<file path="src/rtl/rng_pkg.sv">
// Shared FSM states and word geometry for the RNG word packer.
package rng_pkg;
    typedef enum logic [1:0] {IDLE = 2'd0, COLLECT = 2'd1, DRAIN = 2'd2} state_t;
    localparam int BYTES_PER_WORD = 4;
    localparam int WORD_W = 32;
endpackage

</file>
<file path="src/rtl/rng_sync_fifo.sv">
// Synchronous first-word-fall-through FIFO with flush; the head word is visible with no read latency.
// A push is accepted when not full or when a pop happens in the same cycle; a pop on empty is ignored.
module rng_sync_fifo #(
    parameter int WIDTH = 32,
    parameter int DEPTH = 8
) (
    input  logic                   clk,
    input  logic                   reset,
    input  logic                   push,
    input  logic [WIDTH-1:0]       push_data,
    input  logic                   pop,
    input  logic                   flush,
    output logic [WIDTH-1:0]       head_data,
    output logic [$clog2(DEPTH):0] level,
    output logic                   empty,
    output logic                   full
);
    localparam int AW = $clog2(DEPTH);

    logic [WIDTH-1:0] mem [DEPTH];
    logic [AW-1:0]    wr_ptr;
    logic [AW-1:0]    rd_ptr;
    logic             do_push;
    logic             do_pop;

    assign empty     = (level == '0);
    assign full      = (level == (AW+1)'(DEPTH));
    assign do_pop    = pop && !empty;
    assign do_push   = push && (!full || do_pop);
    assign head_data = mem[rd_ptr];

    always_ff @(posedge clk or posedge reset) begin
        if (reset) begin
            wr_ptr <= '0;
            rd_ptr <= '0;
            level  <= '0;
        end else if (flush) begin
            wr_ptr <= '0;
            rd_ptr <= '0;
            level  <= '0;
        end else begin
            // Pointers are AW bits wide, so they wrap modulo DEPTH for free.
            if (do_push) wr_ptr <= wr_ptr + AW'(1);
            if (do_pop)  rd_ptr <= rd_ptr + AW'(1);
            level <= level + (AW+1)'(do_push) - (AW+1)'(do_pop);
        end
    end

    always_ff @(posedge clk) begin
        if (do_push && !flush) mem[wr_ptr] <= push_data;
    end
endmodule

</file>
<file path="src/rtl/rng_word_packer.sv">
// Packs sampled (optionally decimated/whitened) RNG bytes little-endian into words queued in a FIFO.
// Latency: first out_valid 4*DECIM cycles after start; a full FIFO freezes sampling until a slot frees.
module rng_word_packer
    import rng_pkg::*;
#(
    parameter int DEPTH   = 8,
    parameter int DECIM   = 1,
    parameter int WHITEN  = 0,
    parameter int WORDS_W = 8
) (
    input  logic                   clk,
    input  logic                   reset,
    input  logic [7:0]             rand_in,
    input  logic                   start,
    input  logic [WORDS_W-1:0]     req_words,
    input  logic                   abort,
    output logic                   busy,
    output logic                   done,
    output logic [WORD_W-1:0]      out_data,
    output logic                   out_valid,
    input  logic                   out_ready,
    output logic [$clog2(DEPTH):0] fifo_level
);
    localparam int            DW         = (DECIM > 1) ? $clog2(DECIM) : 1;
    localparam logic [DW-1:0] DECIM_LAST = DW'(DECIM - 1);

    state_t             state;
    logic [WORDS_W-1:0] remaining;
    logic [1:0]         byte_idx;
    logic [DW-1:0]      decim_cnt;
    logic [7:0]         prev_byte;
    logic [WORD_W-1:0]  pack;
    logic               held;

    logic               collecting;
    logic               sample;
    logic               last_byte;
    logic               word_vld;
    logic               push;
    logic               pop;
    logic               flush;
    logic               fifo_empty;
    logic               fifo_full;
    logic [7:0]         samp_byte;
    logic [WORD_W-1:0]  word_dat;
    logic [WORD_W-1:0]  head_dat;

    assign collecting = (state == COLLECT) && !abort;
    assign sample     = collecting && !held && (decim_cnt == DECIM_LAST);
    assign last_byte  = (byte_idx == 2'(BYTES_PER_WORD - 1));
    assign samp_byte  = (WHITEN != 0) ? (rand_in ^ prev_byte) : rand_in;
    // A completed word goes straight to the FIFO in its sampling cycle; it only parks in pack when full.
    assign word_dat   = held ? pack : {samp_byte, pack[23:0]};
    assign word_vld   = held ? collecting : (sample && last_byte);
    assign pop        = out_valid && out_ready;
    assign push       = word_vld && (!fifo_full || pop);
    assign flush      = abort && (state != IDLE);

    assign out_valid  = !fifo_empty;
    assign out_data   = out_valid ? head_dat : '0;
    assign busy       = (state != IDLE);

    always_ff @(posedge clk or posedge reset) begin
        if (reset) begin
            state     <= IDLE;
            remaining <= '0;
            byte_idx  <= '0;
            decim_cnt <= '0;
            prev_byte <= '0;
            pack      <= '0;
            held      <= 1'b0;
            done      <= 1'b0;
        end else begin
            done <= 1'b0;
            if (state == IDLE) begin
                if (start && !abort) begin
                    if (req_words == '0) begin
                        done <= 1'b1;
                    end else begin
                        state     <= COLLECT;
                        remaining <= req_words;
                        byte_idx  <= '0;
                        decim_cnt <= '0;
                        held      <= 1'b0;
                    end
                end
            end else if (abort) begin
                state     <= IDLE;
                remaining <= '0;
                byte_idx  <= '0;
                decim_cnt <= '0;
                held      <= 1'b0;
            end else if (state == DRAIN) begin
                if (fifo_empty) begin
                    done  <= 1'b1;
                    state <= IDLE;
                end
            end else begin
                if (!held) decim_cnt <= (decim_cnt == DECIM_LAST) ? '0 : decim_cnt + DW'(1);
                if (sample) begin
                    prev_byte                   <= rand_in;
                    byte_idx                    <= byte_idx + 2'd1;
                    pack[{byte_idx, 3'b000} +: 8] <= samp_byte;
                end
                if (word_vld) held <= !push;
                if (push && (remaining != '0)) begin
                    remaining <= remaining - WORDS_W'(1);
                    if (remaining == WORDS_W'(1)) state <= DRAIN;
                end
            end
        end
    end

    rng_sync_fifo #(
        .WIDTH (WORD_W),
        .DEPTH (DEPTH)
    ) u_fifo (
        .clk       (clk),
        .reset     (reset),
        .push      (push),
        .push_data (word_dat),
        .pop       (pop),
        .flush     (flush),
        .head_data (head_dat),
        .level     (fifo_level),
        .empty     (fifo_empty),
        .full      (fifo_full)
    );
endmodule

</file>
<file path="config.mk">
export PLATFORM = sky130hd
export DESIGN_NAME = rng_word_packer
export DESIGN_NICKNAME = d
export VERILOG_FILES = /design/src/rtl/rng_pkg.sv /design/src/rtl/rng_sync_fifo.sv /design/src/rtl/rng_word_packer.sv
export SDC_FILE = /design/constraint.sdc
export NUM_CORES = 1
export LEC_CHECK = 0
export ABC_AREA = 1
export BUFFER_PORTS_ARGS = -buffer_cell sky130_fd_sc_hd__buf_4
export CORE_MARGIN = 10
export CORE_UTILIZATION = 54
export DETAILED_ROUTE_END_ITERATION = 10
export HOLD_SLACK_MARGIN = 0.02
export PLACE_DENSITY = 0.75
export SYNTH_ARGS = -nofsm -noshare
export SYNTH_HDL_FRONTEND = slang
export SYNTH_SLANG_ARGS = --single-unit
</file>
<file path="constraint.sdc">
create_clock -name clk -period 2.75 [get_ports clk]
set_clock_uncertainty 0.1 [all_clocks]
set_input_delay 0.4125 -clock clk [delete_from_list [all_inputs] [get_ports clk]]
set_output_delay 0.4125 -clock clk [all_outputs]
set_load 0.02 [all_outputs]
</file>
==> metrics.txt <==
cell total after placement roughly 1500; total CTS buffers 30; status finished, violations left; DP HPWL between 15 and 20 mm; initial antenna violation count 0; Max Cap Viol 0; synth top area cells edfxtp_1, dfrtp_1, nor2_1; port buffer count 59; Initial Util 0.550; Die Height 178 µm; overall global routing resource usage 0.191; Slowest-stage cell, CP dfrtp_4; Pint 10.2 mW; post-synthesis cell type count 38; pin count of the biggest net entering global routing 64; Worst path top cell family by delay buffers and inverters; register area 9100 µm²; CP dominant cell by count o21ai_0; part of the power in registers 0.354; Yosys top cell by area edfxtp_1; combinational share of power 0.393; fraction of layout cells with a size suffix above 1 0.155; Sw Share 0.381; CTS tree built; multi-input logic area 3850 µm²; syn nets around 1200; worst hold margin between 0.04 and 0.05 ns; diode count 0; H-tree levels 1; endpoints failing setup 3; Final WS setup -0.00918 ns; Power Density about 1100 nW/µm²; class of the tightest hold or removal check in2reg; clock power share 0.253; RSZ-0062 raised after global routing yes; GP Congestion about 0.9; register area share after synthesis 0.677; Achievable Freq 0.362 GHz; Crit path largest cell delay around 0.49 ns; Post-synth ARST share 0.179; FF+latch count, synth about 310; clock tree buffer depth 3; crit path max fanout 28; Worst EP required 2.24 ns; Pleak 5.79 nW; top_reg_cell synth edfxtp_1; vias per cell about 5.7; row count 57; CTS root buf clkbuf_16; startpoint class of the critical path flip-flop; Post-Syn Instances about 1200; final WL a little over 30 mm; total chip power 16.5 mW; Worst-Margin Slew 0.870 ns; DR DRC count 0; failing checks negative setup slack; Buf/Inv on CP 3; Tcrit/Tclk final 1.00; Iter 0 DRT Violations around 900; Fill cells 1837; Synth top area share 0.573; Worst slew margin 0.414; peak supply drop 0.633 mV; Ports 60; Area Overhead vs Synth 15.6%; drt pass-1 iters 7; Syn. warnings 0; Core ar. 24400 µm²; number of flops mapped to enable cells by yosys 256; Avg Cell Area, Syn 11.4 µm²; Reg clk slew, reported paths about 0.060 ns; Final Hold Fails 0; count leader, synth nor2_1; Psw 6.27 mW; crit path DAT ~2.3 ns; Vias 9109; top cells by count, synth nor2_1, edfxtp_1, o21ai_0; WL per Instance 19.3 µm; Syn Std Cell Area roughly 13000 µm²; nets roughly 1300; Crit. End Element output port; total clock sinks 312; CP Class reg2out; max-slew violation count 0; die area around 32000 µm²; first-pass GRT wire length 47.7 mm; CP Cell Sequence clkinv_4 -> buf_16 -> o21ai_0 -> o21ai_0 -> o21ai_0 -> nor2_1 -> buf_4; fin cells 1586; Final min period between 2 and 3 ns; die width 178 µm; total grt overflow 0; DRT antenna net count 0; worst skew pair latency around 0.56 ns; vias in the first global route 9049
worst min-delay path, stage by stage:
cell	delay, ns
buf_4	0.12
nand3_1	0.08
nand2_1	0.06
layer usage:
metal	track usage	wire, µm	vias up
met5	0	0	-
met4	0.0667	952	0
met3	0.0368	2610	72
met2	0.325	15000	396
met1	0.239	12000	4398
li1	-	-	4243
sequential cells by signal, indices dropped and copies added, names as in the netlist:
name / flops
u_fifo.rd_ptr: 3
u_fifo.level: 4
done: 1
u_fifo.wr_ptr: 3
pack: 32
state: 2
byte_idx: 2
held: 1
remaining: 8
u_fifo.mem: 256
metrics by stage:
step,setup TNS (ns),worst slack (ns),instance area (µm²),utilization
after CTS,-0.00455,-0.00455,15500,0.634
final,-0.0219,-0.00918,15500,0.636
after global routing,-0.870,-0.105,15500,0.636
after detailed placement,0,0.408,14300,0.588
after global placement,0,0.469,14300,0.588
after floorplan,-120.60,-0.477,13400,-
cell usage in the layout, fill, tap and decap left out, types with 2 or more instances in the layout:
cell / instances
nand4_1: 14
o21ai_1: 27
buf_12: 13
nand2_2: 2
clkinv_2: 7
clkbuf_16: 34
ha_1: 15
nor3_2: 2
clkinvlp_4: 4
dfrtp_4: 2
clkbuf_1: 2
nor2_1: 284
nor2_4: 14
o21ai_0: 179
nand2_1: 127
a21oi_1: 3
o32ai_1: 15
nor2_2: 3
xor2_1: 2
nand3_1: 38
buf_16: 4
nand2_4: 2
clkbuf_8: 7
dfrtp_1: 54
inv_1: 43
inv_2: 8
o32ai_2: 17
buf_4: 65
edfxtp_1: 256
power groups by stage:
stage	combinational [mW]	sequential, mW	clock (mW)
2_1_floorplan	4.26	5.81	0
3_3_place_gp	6.05	5.94	0
3_5_place_dp	6.17	5.95	0
4_1_cts	6.38	5.82	4.20
5_1_grt	7.15	5.86	4.38
6_report	6.47	5.83	4.16
area by class of cell:
class / instances / share of cell area
well taps: 324 / 0.0261
clock buffers: 41 / 0.0583
inverters: 53 / 0.0133
repair buffers: 86 / 0.0599
flip-flops and latches: 312 / 0.586
multi-input cells: 755 / 0.248
clock inverters: 15 / 0.00815
path summary, 6_finish.rpt:
kind / startpoint / endpoint / slack (ns) / cells after the start
setup / recovery: u_fifo.rd_ptr[0] / out_data[23] / -0.009 / 7
hold / removal: rand_in[4] / pack[4] / 0.04 / 3
setup reg to reg: byte_idx[0] / u_fifo.mem[0][26] / 0.36 / 8
hold reg to reg: remaining[1] / remaining[1] / 0.41 / 2
max in group asynchronous: reset / u_fifo.rd_ptr[0] / 1.75 / 4
min in group asynchronous: reset / remaining[2] / 0.25 / 3
kinds of logic after synthesis:
logic type | share of synthesized area
XOR/XNOR | 0.00196
AO/OA/AOI/OAI | 0.111
flip-flops | 0.677
adder cells (fa/ha/maj) | 0.0155
buffers and inverters | 0.0409
AND/OR/NAND/NOR | 0.154
what timing repair did:
action                     CTS  global route
hold endpoints to repair    11             0
gates cloned                 1             2
hold buffers                 1             0
pin swaps                    0             1
gates resized for setup      5             6
buffers inserted             2             0
setup endpoints to repair   13            25
Note: power is estimated with default switching activity, not from simulation.
